--- config.mk ---
export PLATFORM = sky130hd
export DESIGN_NAME = micro_sequencer
export DESIGN_NICKNAME = d
export VERILOG_FILES = /design/src/rtl/micro_sequencer.sv
export SDC_FILE = /design/constraint.sdc
export NUM_CORES = 1
export LEC_CHECK = 0
export CAP_MARGIN = 5
export CORE_MARGIN = 8
export CORE_UTILIZATION = 30
export CTS_CLUSTER_SIZE = 14
export DETAILED_ROUTE_END_ITERATION = 8
export GPL_ROUTABILITY_DRIVEN = 1
export GPL_TIMING_DRIVEN = 1
export PLACE_DENSITY_LB_ADDON = 0.05
export SYNTH_ARGS = -nofsm -noshare
export SYNTH_HDL_FRONTEND = slang
export SYNTH_SLANG_ARGS = --single-unit
--- constraint.sdc ---
create_clock -name clk -period 5.77 [get_ports clk]
set_input_delay 0.8655 -clock clk [delete_from_list [all_inputs] [get_ports clk]]
set_output_delay 0.8655 -clock clk [all_outputs]
set_load 0.005 [all_outputs]
--- src/rtl/micro_sequencer.sv ---
// micro_sequencer
//   Microprogram sequencer for the T11 control store. Every cycle it forms
//   the next 9-bit microaddress for the microcode ROM (which registers it)
//   from the flow field of the executing microword, the IR, the Z flag and
//   bus-ready, and it owns the microcode return-address stack.
//
//   Optional feature macro: USEQ_TRAP_EN
//     defined   : CIP on an undecoded IR pushes upc+1, jumps to TRAP_VEC and
//                 pulses ill_op.
//     undefined : CIP on an undecoded IR refetches via RESET_VEC with no push;
//                 ill_op stays 0.
//
//   Ports
//     clk        in   system clock, all state changes on posedge
//     reset_n    in   synchronous active-low reset
//     uflow      in   flow field: 0 NEXT 1 JMP 2 RET 3 CIP 4 CSD 5 CDD 6 JZ 7 JNZ
//     ufield     in   address field of the current microword
//     ir         in   instruction register
//     zf         in   Z condition flag
//     rdy        in   0 stalls the current microword
//     uaddr      out  next microaddress (combinational) to the ROM
//     upc        out  address of the microword on the ROM output
//     uvalid     out  ROM output valid and executing
//     stk_depth  out  call-stack occupancy
//     stk_err    out  sticky overflow/underflow flag
//     ill_op     out  one-cycle pulse on CIP with undecoded IR (trap build)
module micro_sequencer #(
    parameter int         STACK_DEPTH = 4,
    parameter logic [8:0] RESET_VEC   = 9'h000,
    parameter logic [8:0] TRAP_VEC    = 9'h1ff
) (
    input  logic                         clk,
    input  logic                         reset_n,
    input  logic [2:0]                   uflow,
    input  logic [8:0]                   ufield,
    input  logic [15:0]                  ir,
    input  logic                         zf,
    input  logic                         rdy,
    output logic [8:0]                   uaddr,
    output logic [8:0]                   upc,
    output logic                         uvalid,
    output logic [$clog2(STACK_DEPTH):0] stk_depth,
    output logic                         stk_err,
    output logic                         ill_op
);

    localparam int PW = $clog2(STACK_DEPTH);
    localparam int DW = PW + 1;

`ifdef USEQ_TRAP_EN
    localparam logic TRAP_ON = 1'b1;
`else
    localparam logic TRAP_ON = 1'b0;
`endif

    typedef enum logic [2:0] {
        FL_NEXT = 3'd0,
        FL_JMP  = 3'd1,
        FL_RET  = 3'd2,
        FL_CIP  = 3'd3,
        FL_CSD  = 3'd4,
        FL_CDD  = 3'd5,
        FL_JZ   = 3'd6,
        FL_JNZ  = 3'd7
    } flow_t;

    logic [8:0]    upc_reg;
    logic          uvalid_reg;
    logic [DW-1:0] depth_reg;
    logic          err_reg;
    logic [8:0]    stack_mem [STACK_DEPTH];

    flow_t         flow;
    logic [8:0]    seq_addr;
    logic [8:0]    uaddr_next;
    logic [8:0]    top_entry;
    logic [DW-1:0] depth_dec;
    logic          stack_full;
    logic          stack_empty;
    logic          push_req;
    logic          pop_req;
    logic          do_push;
    logic          ret_underflow;
    logic          set_err;
    logic          ill_next;
    logic          dec_hit;
    logic [8:0]    dec_vec;
    logic          unused_ir_bits;

    assign flow        = flow_t'(uflow);
    assign seq_addr    = upc_reg + 9'd1;   // wraps 1ff -> 000
    assign depth_dec   = depth_reg - DW'(1);
    assign top_entry   = stack_mem[depth_dec[PW-1:0]];
    assign stack_full  = (depth_reg == DW'(STACK_DEPTH));
    assign stack_empty = (depth_reg == '0);

    // Register field of the source/destination specifier is not needed here.
    assign unused_ir_bits = ^ir[2:0];

    // Instruction entry decode for CIP; the three patterns are disjoint.
    always_comb begin
        dec_hit = 1'b1;
        dec_vec = RESET_VEC;
        if (ir[15:8] == 8'h02)
            dec_vec = 9'h008;                  // BNE
        else if (ir[15:6] == 10'b0000101011)
            dec_vec = 9'h028;                  // DEC
        else if (ir[15:12] == 4'b0001)
            dec_vec = 9'h040;                  // MOV
        else
            dec_hit = 1'b0;
    end

    always_comb begin
        uaddr_next    = RESET_VEC;
        push_req      = 1'b0;
        pop_req       = 1'b0;
        ret_underflow = 1'b0;
        ill_next      = 1'b0;
        if (!reset_n || !uvalid_reg) begin
            uaddr_next = RESET_VEC;
        end else if (!rdy) begin
            uaddr_next = upc_reg;              // ROM re-presents the stalled word
        end else begin
            case (flow)
                FL_NEXT: uaddr_next = seq_addr;
                FL_JMP:  uaddr_next = ufield;
                FL_JZ:   uaddr_next = zf ? ufield : seq_addr;
                FL_JNZ:  uaddr_next = zf ? seq_addr : ufield;
                FL_RET: begin
                    if (stack_empty) begin
                        uaddr_next    = RESET_VEC;
                        ret_underflow = 1'b1;
                    end else begin
                        uaddr_next = top_entry;
                        pop_req    = 1'b1;
                    end
                end
                FL_CIP: begin
                    if (dec_hit) begin
                        uaddr_next = dec_vec;
                        push_req   = 1'b1;
                    end else if (TRAP_ON) begin
                        uaddr_next = TRAP_VEC;
                        push_req   = 1'b1;
                        ill_next   = 1'b1;
                    end else begin
                        uaddr_next = RESET_VEC;    // skip the instruction
                    end
                end
                FL_CSD: begin
                    uaddr_next = 9'h100 + {1'b0, ir[11:9], 5'b0};
                    push_req   = 1'b1;
                end
                FL_CDD: begin
                    uaddr_next = 9'h110 + {1'b0, ir[5:3], 5'b0};
                    push_req   = 1'b1;
                end
                default: uaddr_next = seq_addr;
            endcase
        end
    end

    // A push into a full stack is dropped but the jump still happens.
    assign do_push = push_req && !stack_full;
    assign set_err = (push_req && stack_full) || ret_underflow;

    always_ff @(posedge clk) begin
        if (!reset_n) begin
            upc_reg    <= RESET_VEC;
            uvalid_reg <= 1'b0;
            depth_reg  <= '0;
            err_reg    <= 1'b0;
        end else begin
            uvalid_reg <= 1'b1;
            if (uvalid_reg)
                upc_reg <= uaddr_next;
            if (do_push)
                depth_reg <= depth_reg + DW'(1);
            else if (pop_req)
                depth_reg <= depth_dec;
            if (set_err)
                err_reg <= 1'b1;
        end
    end

    // Stack storage needs no reset: occupancy alone defines valid entries.
    always_ff @(posedge clk) begin
        if (reset_n && do_push)
            stack_mem[depth_reg[PW-1:0]] <= seq_addr;
    end

    assign uaddr     = uaddr_next;
    assign upc       = upc_reg;
    assign uvalid    = uvalid_reg;
    assign stk_depth = depth_reg;
    assign stk_err   = err_reg;
    assign ill_op    = ill_next;

endmodule

==> results of run 1 <==
[routing by layer]
layer / track usage, % / vias to the layer above / wire length, um
li1: - / 1045 / -
met1: 15.0 / 1005 / 3730
met2: 19.9 / 55 / 3580
met3: 3.01 / 4 / 352
met4: 2.93 / 0 / 53
met5: 0 / - / 0
[cell usage in the layout (no fill, tap or decap), drive strengths merged, types with 4 or more instances in the layout]
| master | instances |
|---|---|
| ha | 8 |
| o21ai | 14 |
| clkbuf | 6 |
| xnor2 | 5 |
| o31ai | 4 |
| inv | 9 |
| dfxtp | 14 |
| a21oi | 9 |
| nand3 | 6 |
| clkdlybuf4s50 | 51 |
| edfxtp | 36 |
| a31oi | 5 |
| nor2b | 5 |
| nand2 | 23 |
| a22oi | 7 |
| a211oi | 6 |
| and2 | 7 |
| mux4 | 9 |
| nor2 | 13 |
[cell type report]
class	count	area (sq um)	share of cell area (%)
clock inverters	2	38.8	1.09
inverters	8	30.0	0.842
well taps	129	161	4.52
multi-input cells	176	1380	38.5
clock buffers	6	82.6	2.31
flip-flops and latches	50	1360	38.2
repair buffers	52	518	14.5
[power by group through the flow]
stage	logic, mW	registers [mW]	clock network (mW)
floorplan	0.0632	0.404	0
global placement	0.112	0.406	0
detailed placement	0.112	0.406	0
CTS	0.113	0.398	0.276
global route	0.122	0.400	0.288
finish	0.111	0.398	0.269
[cells by family after synthesis]
logic type / count (synthesis) / share of synthesized area [%]
and+or+nand+nor: 78 / 15.0
AOI/OAI and AO/OA: 68 / 17.0
DFF: 50 / 47.4
buffers and inverters: 23 / 4.84
muxes: 14 / 9.98
adders and majority gates: 8 / 3.49
xor gates and xnor gates: 7 / 2.14
other: 1 / 0.131
[critical path, delay by kind of cell]
family | cells | cell delay, ns
AOI/OAI and AO/OA | 3 | 0.90
buffers and inverters | 3 | 1.41
and+or+nand+nor | 2 | 0.37
adders and majority gates | 1 | 0.30
[worst paths after layout]
| kind | slack, ns | cells past startpoint | end |
|---|---|---|---|
| hold reg to reg | 0.49 | 1 | stk_err |
| setup reg to reg | 2.74 | 7 | upc[5] |
| setup / recovery | 1.06 | 9 | uaddr[0] |
| hold / removal | 0.49 | 1 | stk_err |
==> impl_metrics.yaml, run 1 <==
status:
  outcome: "finished clean"
clock_tree:
  post-cts-setup-buffers: 0
  cts_resized: 0
  cts_tree: "built"
  cts.clk_slew.worst_paths_ns: 0.10
  cts_buffers: 5
  cts.sinks: 50
  clk_latency_ns: 0.31
  htreeDepth: 2
  cts.path.max_buffers: 2
  cts-root-buf: "clkbuf_8"
  cts_hold_buf: 0
sta:
  finalCritPeriodShare_pct: 81.6
  slew_headroom_pct: 40.5
  worst_slew_pin_slew_ns: 0.888
  clock_skew_ns: 0.0101
  finalSetupViolCount: 0
  hold_viol: 0
  timing.hold.ws_ns: 0.487
  min_period_ns: 4.71
  rsz0062_at_grt: "no"
  fin_setup_tns_ns: 0
  drv_slew: 0
  finalWorstSetupSlack_ns: 1.06
  clock.fmax_mhz: 212
synthesis:
  yosysMostFrequentCell: "edfxtp_1"
  synth-seq-cells: 50
  yosysTopAreaCell: "edfxtp_1"
  ys_types: 60
  synth_top_area_share_pct: 37.7
  synth_area_sq_mm: 0.00287
  synth_edf_count: 36
  yosys_warnings: 0
  synth-async-reset-ratio_pct: 0
  synth_area_leaders: "edfxtp_1, dfxtp_1, mux4_1"
  synth_nets: 289
  syn_inst: 249
  synth_ff_type: "edfxtp_1"
  synth_seq_area_share_pct: 47.4
  syn_avg_cell_area_sq_um: 11.5
  yosys-top-cells-count: "edfxtp_1, nand2_1, dfxtp_1, o21ai_0, nor2_1"
critical_path:
  reg2reg_from: "stk_depth[0]"
  cp-end-kind: "output port"
  start_kind: "primary input"
  crit_fanout: 11
  crit_chain: "clkdlybuf4s50_1, inv_1, ha_1, nor2b_1, nand2_1, a21oi_2, a22oi_1, a211oi_1, clkdlybuf4s50_1"
  startpoint: "uflow[1]"
  cp_common_cell: "clkdlybuf4s50_1"
  worstPathArrival_ns: 3.84
  critPathKind: "in -> out"
  critical_path.max_stage_delay_ns: 0.72
  crit_slowest_cell: "clkdlybuf4s50_1"
  critical_path_required_ns: 4.90
routing:
  drt_iter0_drc: 84
  vias: 2109
  first_pass_iters: 4
  routed_wl_um: 7720
  post_drt_wl_per_cell_um: 18.2
  drc: 0
  ant_nets: 0
  via_per_inst: 4.99
worst_hold_path:
  min-delay-start: "stk_err"
  hold_path.class: "reg -> reg"
global_routing:
  first_global_vias: 2133
  grt_overflow: 0
  track_usage_pct: 11.9
  grt_max_degree: 24
  grt_pass1_wl_um: 12000
  antenna_found_initial: 0
finish:
  fillCellCount: 962
  insertedDiodeCount: 0
  final_nets: 333
  utilization_pct: 38.4
  area_delta_synth_final_pct: 24.3
  largest_register_ffs: 36
  drive_above_1_share_pct: 9.18
  final_cells: 423
  final_cell_area_sq_mm: 0.00357
floorplan:
  ios: 56
  rows: 35
  die_y_um: 114
  coreArea_sq_mm: 0.00928
  start_util_pct: 30.9
  die_w_um: 114
  die_area_sq_mm: 0.0130
placement:
  dp_hpwl_um: 5650
  globalplace.congestion: 0.752
  dp_cells: 415
  post-place-ws_ns: 1.02
  dpl_cell_area_sq_mm: 0.00345
  portBuffers: 51
power_and_ir_drop:
  comb_power_share_pct: 14.3
  swShare_pct: 24.5
  clkPwrFrac_pct: 34.6
  power_uw: 778
  p_per_area_mw_per_mm2: 218
  p_int_uw: 588
  power_frac_seq_pct: 51.1
  switching_power_uw: 190
  cellLeakagePower_nw: 1.20
  vdd_drop_max_mv: 0.110
run:
  drv_cap: 0
(Power assumes the default switching activity.)
==> run 2: changes to the inputs <==
clock period = 4.45 ns   (was 5.77 ns; I/O delays follow)
==> impl_metrics.yaml, run 2 (same netlist as run 1, synthesis figures left out) <==
power_and_ir_drop:
  p_per_area_mw_per_mm2: 273
  vdd_drop_max_mv: 0.119
  cellLeakagePower_nw: 1.24
  power_uw: 990
routing:
  post_drt_wl_per_cell_um: 17.7
  routed_wl_um: 7630
  first_pass_iters: 4
  ant_nets: 0
  vias: 2146
  drt_iter0_drc: 76
  drc: 0
  via_per_inst: 4.97
clock_tree:
  cts_resized: 0
  cts.path.max_buffers: 2
  clk_latency_ns: 0.30
  cts_buffers: 5
  cts-root-buf: "clkbuf_8"
  cts.sinks: 50
  htreeDepth: 2
  cts_tree: "built"
  cts_hold_buf: 0
  cts.clk_slew.worst_paths_ns: 0.09
  post-cts-setup-buffers: 0
sta:
  finalCritPeriodShare_pct: 92.1
  clock_skew_ns: 0.00637
  hold_viol: 0
  min_period_ns: 4.10
  finalWorstSetupSlack_ns: 0.350
  finalSetupViolCount: 0
  timing.hold.ws_ns: 0.479
  slew_headroom_pct: 65.6
  clock.fmax_mhz: 244
  worst_slew_pin_slew_ns: 0.515
  drv_slew: 0
  fin_setup_tns_ns: 0
  rsz0062_at_grt: "no"
global_routing:
  first_global_vias: 2180
  track_usage_pct: 12.0
  grt_max_degree: 24
  grt_overflow: 0
  grt_pass1_wl_um: 12000
  antenna_found_initial: 0
finish:
  final_common_cell: "clkdlybuf4s50_1"
  final_nets: 342
  fillCellCount: 967
  largest_register_ffs: 36
  insertedDiodeCount: 0
  layout_common_cells: "clkdlybuf4s50_1, edfxtp_1, nand2_1, o21ai_0, dfxtp_1"
  multi_input_area_sq_mm: 0.00137
  area_delta_synth_final_pct: 26.2
  seq_area_sq_mm: 0.00136
  drive_above_1_share_pct: 11.6
critical_path:
  crit_fanout: 10
  worstPathArrival_ns: 3.43
  rr_worst_depth: 7
  critPathKind: "in -> out"
  rrSetupSlack_ns: 2.03
  r2r_end: "upc[5]"
  critical_path_required_ns: 3.78
  cp-end-kind: "output port"
  reg2reg_from: "stk_depth[1]"
  start_kind: "primary input"
worst_hold_path:
  min_path_cells: 1
  hold_path.class: "reg -> reg"
  min_to: "stk_err"
  min-delay-start: "stk_err"
floorplan:
  rows: 35
  ios: 56
  die_area_sq_mm: 0.0130
  coreArea_sq_mm: 0.00928
  start_util_pct: 30.9
  die_w_um: 114
  die_y_um: 114
status:
  outcome: "finished clean"
placement:
  dp_hpwl_um: 5700
  globalplace.congestion: 0.739
  portBuffers: 51
  post-place-ws_ns: 0.306
run:
  drv_cap: 0
==> run 2: changes by cell type in the layout (fill, tap and decap cells not counted), sizes merged <==
cell and change:
buf +9, clkbuf -1, clkinv +1
==> run 2: critical path: stages <==
cell and delay, ns:
clkdlybuf4s50_1 0.58, ha_1 0.36, nor2b_1 0.21, nand2_1 0.14
a21oi_2 0.43, a22oi_1 0.17, a211oi_1 0.30, clkdlybuf4s50_1 0.55
==> run 2: worst max-delay path by stage <==
stage                       from  cells after the start        to
floorplan           stk_depth[0]                      9  uaddr[5]
global placement        uflow[2]                      8  uaddr[0]
detailed placement      uflow[2]                      8  uaddr[0]
CTS                     uflow[2]                      8  uaddr[0]
global route            uflow[2]                      8  uaddr[1]
finish                  uflow[2]                      8  uaddr[0]
==> run 2: stage by stage <==
step           area [sq um]  utilization [%]  cells
3_5_place_dp           3510             37.8    424
6_report               3620             39.0    432
3_3_place_gp           3510             37.8    424
2_1_floorplan          2870                -    249
4_1_cts                3620             39.0    432
5_1_grt                3620             39.0    432
==> run 2: routing by layer <==
layer | track usage [%] | share of wire [%] | up-vias
li1 | - | - | 1071
met1 | 15.4 | 48 | 1017
met2 | 19.6 | 46 | 52
met3 | 2.91 | 4.6 | 6
met4 | 2.93 | 0.89 | 0
met5 | 0 | 0 | -
==> run 2: power by group <==
group / leakage [nW] / switching, mW / total, mW / internal (mW)
Clock: 0.0585 / 0.158 / 0.326 / 0.169
Combinational: 0.734 / 0.0736 / 0.148 / 0.0749
Sequential: 0.447 / 0.00940 / 0.515 / 0.506
==> run 2: final cells by class <==
cell class | count | share of cell area, %
multi-input cells | 176 | 37.8
clock inverters | 3 | 1.21
well taps | 129 | 4.46
repair buffers | 61 | 16.2
flip-flops and latches | 50 | 37.6
clock buffers | 5 | 1.90
inverters | 8 | 0.829
==> run 3: changes to the inputs <==
clock period = 4.1 ns   (was 4.45 ns; I/O delays follow)
==> impl_metrics.yaml, run 3 (same netlist as run 1, synthesis figures left out) <==
status:
  outcome: "finished clean"
critical_path:
  start_kind: "primary input"
  startpoint: "uflow[2]"
  critical_path_required_ns: 3.48
  reg2reg_from: "stk_depth[1]"
  crit_fanout: 10
  cp-end-kind: "output port"
  critPathKind: "in -> out"
  worstPathArrival_ns: 3.27
  rr_worst_depth: 7
global_routing:
  grt_pass1_wl_um: 12200
  top_usage_layer: "met2"
  grt_max_degree: 23
  use_met1_pct: 15.5
  first_global_vias: 2196
  globalRouteMet3Util_pct: 3.43
  antenna_found_initial: 0
  grt_overflow: 0
  track_usage_pct: 12.2
  met2_usage_pct: 19.8
placement:
  globalplace.congestion: 0.728
  dp_hpwl_um: 5790
  portBuffers: 51
  post-place-ws_ns: 0.0795
clock_tree:
  cts.sinks: 50
  cts-root-buf: "clkbuf_8"
  cts.path.max_buffers: 2
  cts_tree: "built"
  cts_buffers: 5
  cts.clk_slew.worst_paths_ns: 0.09
  htreeDepth: 2
  post-cts-setup-buffers: 0
  clk_latency_ns: 0.30
finish:
  final_common_cell: "clkdlybuf4s50_1"
  insertedDiodeCount: 0
  final_nets: 342
  utilization_pct: 38.8
  drive_above_1_share_pct: 11.2
  layout_common_cells: "clkdlybuf4s50_1, edfxtp_1, nand2_1, o21ai_0, dfxtp_1"
  largest_register_ffs: 36
  area_delta_synth_final_pct: 25.6
sta:
  hold_viol: 0
  finalCritPeriodShare_pct: 94.8
  slew_headroom_pct: 64.9
  clock.fmax_mhz: 257
  drv_slew: 0
  fin_setup_tns_ns: 0
  min_period_ns: 3.89
  worst_slew_pin_slew_ns: 0.526
  rsz0062_at_grt: "no"
  clock_skew_ns: 0.00700
  finalSetupViolCount: 0
  timing.hold.ws_ns: 0.480
  finalWorstSetupSlack_ns: 0.213
worst_hold_path:
  hold_path.class: "reg -> reg"
  min-delay-start: "stk_err"
  min_path_cells: 1
power_and_ir_drop:
  cellLeakagePower_nw: 1.23
  vdd_drop_max_mv: 0.0994
  swShare_pct: 26.0
  switching_power_uw: 264
  power_frac_seq_pct: 55.1
  p_int_uw: 752
  power_mw: 1.02
  p_per_area_mw_per_mm2: 282
  clkPwrFrac_pct: 28.9
  comb_power_share_pct: 16.1
floorplan:
  rows: 35
  die_w_um: 114
  die_area_sq_mm: 0.0130
  coreArea_sq_mm: 0.00928
  die_y_um: 114
  start_util_pct: 30.9
  ios: 56
run:
  drv_cap: 0
routing:
  drc: 0
  via_per_inst: 4.99
  vias: 2157
  post_drt_wl_per_cell_um: 18.1
  ant_nets: 0
  first_pass_iters: 4
  routed_wl_um: 7800
  drt_iter0_drc: 111
run 3: changes by cell type in the layout (fill, tap and decap cells not counted), sizes merged:
cell / change
bufinv: -1
clkinv: +2
inv: -1
run 3: final timing paths:
path                            slack [ns]       end
worst min register to register        0.48   stk_err
worst max-delay path                  0.21  uaddr[3]
worst min-delay path                  0.48   stk_err
worst max register to register        1.68    upc[7]
run 3: final cells by class:
type	count	area (sq um)
well taps	129	161
repair buffers	61	586
flip-flops and latches	50	1360
clock buffers	5	68.8
fillers	925	5680
inverters	8	30.0
clock inverters	3	21.3
multi-input cells	176	1380
run 3: worst max-delay path, stage by stage:
cell and delay (ns):
clkdlybuf4s50_1 0.57, ha_1 0.35, nor2b_1 0.23, nand2_1 0.18
a21oi_4 0.33, nand2_1 0.12, a311oi_1 0.31, clkdlybuf4s50_1 0.56
run 3: metal layers:
metal	vias to the layer above	wire length (um)
met5	-	0
met2	39	3750
met3	2	396
li1	1067	-
met4	0	38
met1	1049	3610
run 3: what timing repair did:
item / 4_1_cts / 5_1_grt
endpoints found under the setup margin: 0 / 5
resized for setup: 0 / 1
hold buffers: 0 / 0
run 3: power by group through the flow:
stage / sequential, mW / clock (mW) / combinational [mW]
2_1_floorplan: 0.569 / 0 / 0.0890
3_3_place_gp: 0.571 / 0 / 0.164
3_5_place_dp: 0.571 / 0 / 0.164
4_1_cts: 0.559 / 0.306 / 0.164
5_1_grt: 0.561 / 0.327 / 0.179
6_report: 0.559 / 0.293 / 0.163
run 3: metrics by stage:
stage                     instances  area, sq um
after global placement          424         3510
after detailed placement        424         3510
after CTS                       432         3600
final                           432         3610
after floorplan                 249         2870
after global routing            432         3610
